**config.mk**
```make
export PLATFORM = sky130hd
export DESIGN_NAME = dom_tree_builder
export DESIGN_NICKNAME = d
export VERILOG_FILES = /design/src/rtl/dom_tree_builder.sv
export SDC_FILE = /design/constraint.sdc
export NUM_CORES = 1
export LEC_CHECK = 0
export CAP_MARGIN = 40
export CORE_MARGIN = 2
export CORE_UTILIZATION = 49
export DETAILED_ROUTE_END_ITERATION = 7
export GPL_TIMING_DRIVEN = 0
export PLACE_DENSITY = 0.76
export SLEW_MARGIN = 20
export SYNTH_ARGS = -nofsm -noshare
export SYNTH_HDL_FRONTEND = slang
export SYNTH_SLANG_ARGS = --single-unit
export TNS_END_PERCENT = 10
```
**constraint.sdc**
```tcl
create_clock -name clock -period 3 [get_ports clock]
set_input_delay 0.6 -clock clock [delete_from_list [all_inputs] [get_ports clock]]
set_output_delay 0.6 -clock clock [all_outputs]
set_load 0.01 [all_outputs]
```
**src/rtl/dom_tree_builder.sv**
```systemverilog
// dom_tree_builder: turns element tag parser events into a flat DOM node
// stream. Keeps an open-element stack of {tag, id}, hands out sequential node
// IDs, tags attributes with the element being parsed, and raises sticky
// nesting error flags.
module dom_tree_builder #(
  parameter int TAG_W       = 3,
  parameter int ATYPE_W     = 4,
  parameter int AVAL_W      = 16,
  parameter int STACK_DEPTH = 8,
  parameter int ID_W        = 6,
  parameter int VOID_TAG    = 4
) (
  input  logic                               clock,
  input  logic                               reset,
  input  logic                               element_done,
  input  logic [TAG_W-1:0]                   element_tag,
  input  logic                               element_type,
  input  logic                               has_attribute,
  input  logic [ATYPE_W-1:0]                 attribute_type,
  input  logic [AVAL_W-1:0]                  attribute_value,
  output logic                               node_valid,
  output logic [ID_W-1:0]                    node_id,
  output logic [ID_W-1:0]                    node_parent,
  output logic [TAG_W-1:0]                   node_tag,
  output logic [$clog2(STACK_DEPTH+1)-1:0]   node_depth,
  output logic                               attr_valid,
  output logic [ID_W-1:0]                    attr_node,
  output logic [ATYPE_W-1:0]                 attr_type,
  output logic [AVAL_W-1:0]                  attr_value,
  output logic [$clog2(STACK_DEPTH+1)-1:0]   depth,
  output logic                               doc_done,
  output logic                               err_mismatch,
  output logic                               err_overflow,
  output logic                               err_underflow
);

  localparam int DW = $clog2(STACK_DEPTH+1);
  localparam int IW = (STACK_DEPTH > 1) ? $clog2(STACK_DEPTH) : 1;
  localparam logic [ID_W-1:0]  ROOT_ID = {ID_W{1'b1}};
  localparam logic [TAG_W-1:0] VOID    = TAG_W'(VOID_TAG);
  localparam logic [DW-1:0]    MAXD    = DW'(STACK_DEPTH);

  // edge-detect history and builder state
  logic              r_done_q, r_attr_q;
  logic [DW-1:0]     r_depth;
  logic [ID_W-1:0]   r_next_id;
  logic [TAG_W-1:0]  r_stk_tag [STACK_DEPTH];
  logic [ID_W-1:0]   r_stk_id  [STACK_DEPTH];

  // registered outputs
  logic              r_node_valid, r_attr_valid, r_doc_done;
  logic [ID_W-1:0]   r_node_id, r_node_parent, r_attr_node;
  logic [TAG_W-1:0]  r_node_tag;
  logic [DW-1:0]     r_node_depth;
  logic [ATYPE_W-1:0] r_attr_type;
  logic [AVAL_W-1:0] r_attr_value;
  logic              r_err_mis, r_err_ovf, r_err_unf;

  logic              w_elem_ev, w_attr_ev, w_void;
  logic [IW-1:0]     w_push_idx, w_top_idx;
  logic [TAG_W-1:0]  w_top_tag;
  logic [ID_W-1:0]   w_top_id;
  logic              w_emit, w_push, w_pop, w_done;
  logic              w_set_mis, w_set_ovf, w_set_unf;

  assign w_elem_ev  = element_done & ~r_done_q;
  assign w_attr_ev  = has_attribute & ~r_attr_q;
  assign w_void     = (element_tag == VOID);
  assign w_push_idx = IW'(r_depth);
  assign w_top_idx  = IW'(r_depth - DW'(1));
  assign w_top_tag  = r_stk_tag[w_top_idx];
  assign w_top_id   = r_stk_id[w_top_idx];

  // decode one element event into push/pop/emit/error actions
  always_comb begin
    w_emit    = 1'b0;
    w_push    = 1'b0;
    w_pop     = 1'b0;
    w_done    = 1'b0;
    w_set_mis = 1'b0;
    w_set_ovf = 1'b0;
    w_set_unf = 1'b0;
    if (w_elem_ev) begin
      if (!element_type) begin
        // out of IDs, or no room to push a non-void element: drop it
        if (r_next_id == ROOT_ID)
          w_set_ovf = 1'b1;
        else if (!w_void && r_depth == MAXD)
          w_set_ovf = 1'b1;
        else begin
          w_emit = 1'b1;
          w_push = !w_void;
        end
      end else if (!w_void) begin
        if (r_depth == '0)
          w_set_unf = 1'b1;
        else begin
          // pop even on a tag mismatch so the stack keeps draining
          w_pop     = 1'b1;
          w_set_mis = (w_top_tag != element_tag);
          w_done    = (r_depth == DW'(1));
        end
      end
    end
  end

  // edge-detect registers
  always_ff @(posedge clock) begin
    if (reset) begin
      r_done_q <= 1'b0;
      r_attr_q <= 1'b0;
    end else begin
      r_done_q <= element_done;
      r_attr_q <= has_attribute;
    end
  end

  // open-element stack, depth and ID counter
  always_ff @(posedge clock) begin
    if (reset) begin
      r_depth   <= '0;
      r_next_id <= '0;
      for (int i = 0; i < STACK_DEPTH; i++) begin
        r_stk_tag[i] <= '0;
        r_stk_id[i]  <= '0;
      end
    end else begin
      if (w_emit)
        r_next_id <= r_next_id + ID_W'(1);
      if (w_push) begin
        r_stk_tag[w_push_idx] <= element_tag;
        r_stk_id[w_push_idx]  <= r_next_id;
        r_depth               <= r_depth + DW'(1);
      end else if (w_pop) begin
        r_depth <= r_depth - DW'(1);
      end
    end
  end

  // output records and sticky error flags; data fields hold between pulses
  always_ff @(posedge clock) begin
    if (reset) begin
      r_node_valid  <= 1'b0;
      r_node_id     <= '0;
      r_node_parent <= '0;
      r_node_tag    <= '0;
      r_node_depth  <= '0;
      r_attr_valid  <= 1'b0;
      r_attr_node   <= '0;
      r_attr_type   <= '0;
      r_attr_value  <= '0;
      r_doc_done    <= 1'b0;
      r_err_mis     <= 1'b0;
      r_err_ovf     <= 1'b0;
      r_err_unf     <= 1'b0;
    end else begin
      r_node_valid <= w_emit;
      if (w_emit) begin
        r_node_id     <= r_next_id;
        r_node_parent <= (r_depth == '0) ? ROOT_ID : w_top_id;
        r_node_tag    <= element_tag;
        r_node_depth  <= r_depth;
      end
      // attribute belongs to the element being parsed: pre-increment ID
      r_attr_valid <= w_attr_ev;
      if (w_attr_ev) begin
        r_attr_node  <= r_next_id;
        r_attr_type  <= attribute_type;
        r_attr_value <= attribute_value;
      end
      r_doc_done <= w_done;
      r_err_mis  <= r_err_mis | w_set_mis;
      r_err_ovf  <= r_err_ovf | w_set_ovf;
      r_err_unf  <= r_err_unf | w_set_unf;
    end
  end

  assign node_valid    = r_node_valid;
  assign node_id       = r_node_id;
  assign node_parent   = r_node_parent;
  assign node_tag      = r_node_tag;
  assign node_depth    = r_node_depth;
  assign attr_valid    = r_attr_valid;
  assign attr_node     = r_attr_node;
  assign attr_type     = r_attr_type;
  assign attr_value    = r_attr_value;
  assign depth         = r_depth;
  assign doc_done      = r_doc_done;
  assign err_mismatch  = r_err_mis;
  assign err_overflow  = r_err_ovf;
  assign err_underflow = r_err_unf;

endmodule
```
==> reports/qor.txt <==
Final HPWL DP: 10200 µm
WL per Instance: 19.3 µm
Fin. Hold Viols: 0
1st-pass router iterations: 5
fin crit share: 0.958
# IOs: 83
area grow syn2layout: 29.2%
total power: 4.53 mW
WS Path Type: in2reg
status: finished, final reports clean
die area: 12600 µm²
Mean Syn Cell Area: 11.3 µm²
Nets: 647
highest clock rate: 348 MHz
commonest non-fill, non-tap cell in the layout: nand2_1
slew at the pin with the worst max-slew slack: 0.736 ns
clk slew on worst S/H paths: 0.06 ns
GRT Total Usage: 0.244
maximum resistive drop on vdd: 0.619 mV
pin count of the biggest net entering global routing: 17
DR vias/cell: 5.67
share of power burned in the clock network: 0.437
Worst setup SP type: input pin
via count: 4368
Yosys Warn Count: 0
row cnt: 39
total CTS buffers: 17
leak pwr: 2.63 nW
drt initial violations: 492
met1 Use GR: 0.309
Starting Density: 0.503
routing usage on met3: 0.0670
RSZ-0062 raised after global routing: yes
Die Y: 112 µm
grt ovf: 0
Period minus WS final: 2.87 ns
RD Place Congestion: 0.852
most frequent cells in the layout: 95 x nand2_1, 81 x clkdlybuf4s50_1, 72 x edfxtp_1, 62 x dfxtp_1, 56 x and2_1
Worst EP required: 3.06 ns
clk_skew: 0.0105 ns
antenna violations before repair: 0
Final Util: 0.650
sw frac: 0.241
Seq pwr share: 0.452
gr busiest metal: met2
number of synthesized flops with an enable pin: 72
Comb power frac: 0.110
Final Setup Violations: 0
Cell Pwr Density: 609 nW/µm²
FFs w/ async S/R, synth: 0
CTS tree: done
Area contributors post-synth: edfxtp_1 38%, dfxtp_1 22%, mux4_2 7.0%
synth unique cells: 49
die width: 112 µm
share of layout cells above drive strength 1: 0.135
Core Region: 11500 µm²
cells after synthesis: 510
syn_nets: 542
vias in the first global route: 4373
Pins Over Slew Limit: 0
Routed Antenna Nets: 0
max_slew headroom: 0.508
clk_lat worst skew: 0.42 ns
PortBufs: 81
Max H-tree Level: 4
area share of the largest cell type after synthesis: 0.375
Ant. Diodes: 0
Sink Count: 135
Residual DRC: 0
Main synth FF type: edfxtp_1
GR Util met2: 0.407
P_int: 3.44 mW
Seq/Total Area, Yosys: 0.594
dominant cell type by area after synthesis: edfxtp_1
crit end category: register
Mapped Area: 5760 µm²
Clock Tree Buf Depth: 2
MaxCap Viol Count: 0
first-pass GRT wire length: 23500 µm
CP max FO: 10
hold crit path type: reg2reg
NetSw: 1.09 mW
Total Routed Length: 14900 µm
crit path DAT: 2.93 ns
#FFs+latches synth: 135
root buf cell: clkbuf_16
critical path: stages:
cell and delay, ns:
clkdlybuf4s50_1 0.49, or3b_4 0.45, a211oi_2 0.30, nand3_1 0.26, clkbuf_1 0.31, o21ai_2 0.51
cell usage after synthesis (5+ instances only):
| cell | count |
|---|---|
| clkbuf_1 | 30 |
| nand3_1 | 8 |
| nor2b_1 | 5 |
| xor2_1 | 6 |
| nand2_1 | 95 |
| inv_1 | 5 |
| nor3_1 | 13 |
| nor2_1 | 18 |
| o221ai_1 | 5 |
| dfxtp_1 | 63 |
| mux4_2 | 18 |
| xnor2_1 | 5 |
| a21oi_1 | 50 |
| and2_1 | 56 |
| edfxtp_1 | 72 |
worst paths after layout:
| check | cells past startpoint | to | slack (ns) | from |
|---|---|---|---|---|
| setup / recovery | 6 | r_stk_id[5][2]$_SDFFCE_PN0P_ | 0.13 | element_done |
| hold / removal | 1 | attr_valid$_SDFF_PP0_ | 0.44 | r_attr_q$_SDFF_PP0_ |
| setup reg to reg | 10 | node_parent[4]$_SDFFE_PP0P_ | 0.16 | depth[0]$_SDFFE_PP0P_ |
| hold reg to reg | 1 | attr_valid$_SDFF_PP0_ | 0.44 | r_attr_q$_SDFF_PP0_ |
power groups by stage:
stage	combinational, mW	clock (mW)	sequential [mW]
CTS	0.492	1.99	2.05
global route	0.536	2.07	2.06
global placement	0.457	0	2.08
detailed placement	0.473	0	2.09
floorplan	0.261	0	2.09
finish	0.501	1.98	2.05
kinds of logic (layout without fill, tap and decap cells):
group                    after synthesis  after routing  share of synthesized area
AO/OA/AOI/OAI                         77             77                     0.0855
XOR/XNOR                              11             11                     0.0167
adder cells (fa/ha/maj)                4              4                    0.00868
buffers and inverters                 44            162                     0.0315
flip-flops                           135            135                      0.594
multiplexers                          20             20                     0.0740
AND/OR/NAND/NOR                      219            219                      0.190
repair_timing:
action                                  in CTS  in global routing
gates cloned                                 0                  0
endpoints found under the hold margin        0                  0
resized for setup                           19                 10
endpoints found under the setup margin     103                 66
pin swaps                                    1                  0
buffers inserted                             2                  0
hold buffers                                 0                  0
flip-flops by register name (all words and copies together) (netlist names), 4 cells and up:
name and count:
node_id 6, r_next_id 6, attr_value 16, node_parent 6, depth 4, node_depth 4, r_stk_id 48, r_stk_tag 24
attr_node 6, attr_type 4
metal layers:
metal  vias up  routed length [µm]  share of wire
li1       2011                   -              -
met1      2133                6120           0.41
met2       190                7410           0.50
met3        34                 994          0.067
met4         0                 333          0.022
met5         -                   0              0
cell type report:
class | count | area [µm²]
multi-input combinational | 331 | 2200
timing repair buffer | 87 | 856
sequential | 135 | 3430
inverter | 7 | 26.3
fill | 822 | 4020
clock inverter | 9 | 61.3
clock buffer | 23 | 510
buffer | 36 | 185
tap | 143 | 179
through the flow:
stage	setup TNS, ns	hold WS, ns	area, µm²	std cells	worst slack [ns]
6_report	0	0.441	7450	771	0.127
5_1_grt	-0.517	0.456	7450	771	-0.0461
4_1_cts	0	0.441	7420	772	0.00601
3_5_place_dp	-38.22	0.438	6780	738	-0.697
3_3_place_gp	-48.06	0.419	6750	734	-0.862
2_1_floorplan	0	0.406	5760	510	0.00651
(Power assumes the default switching activity.)
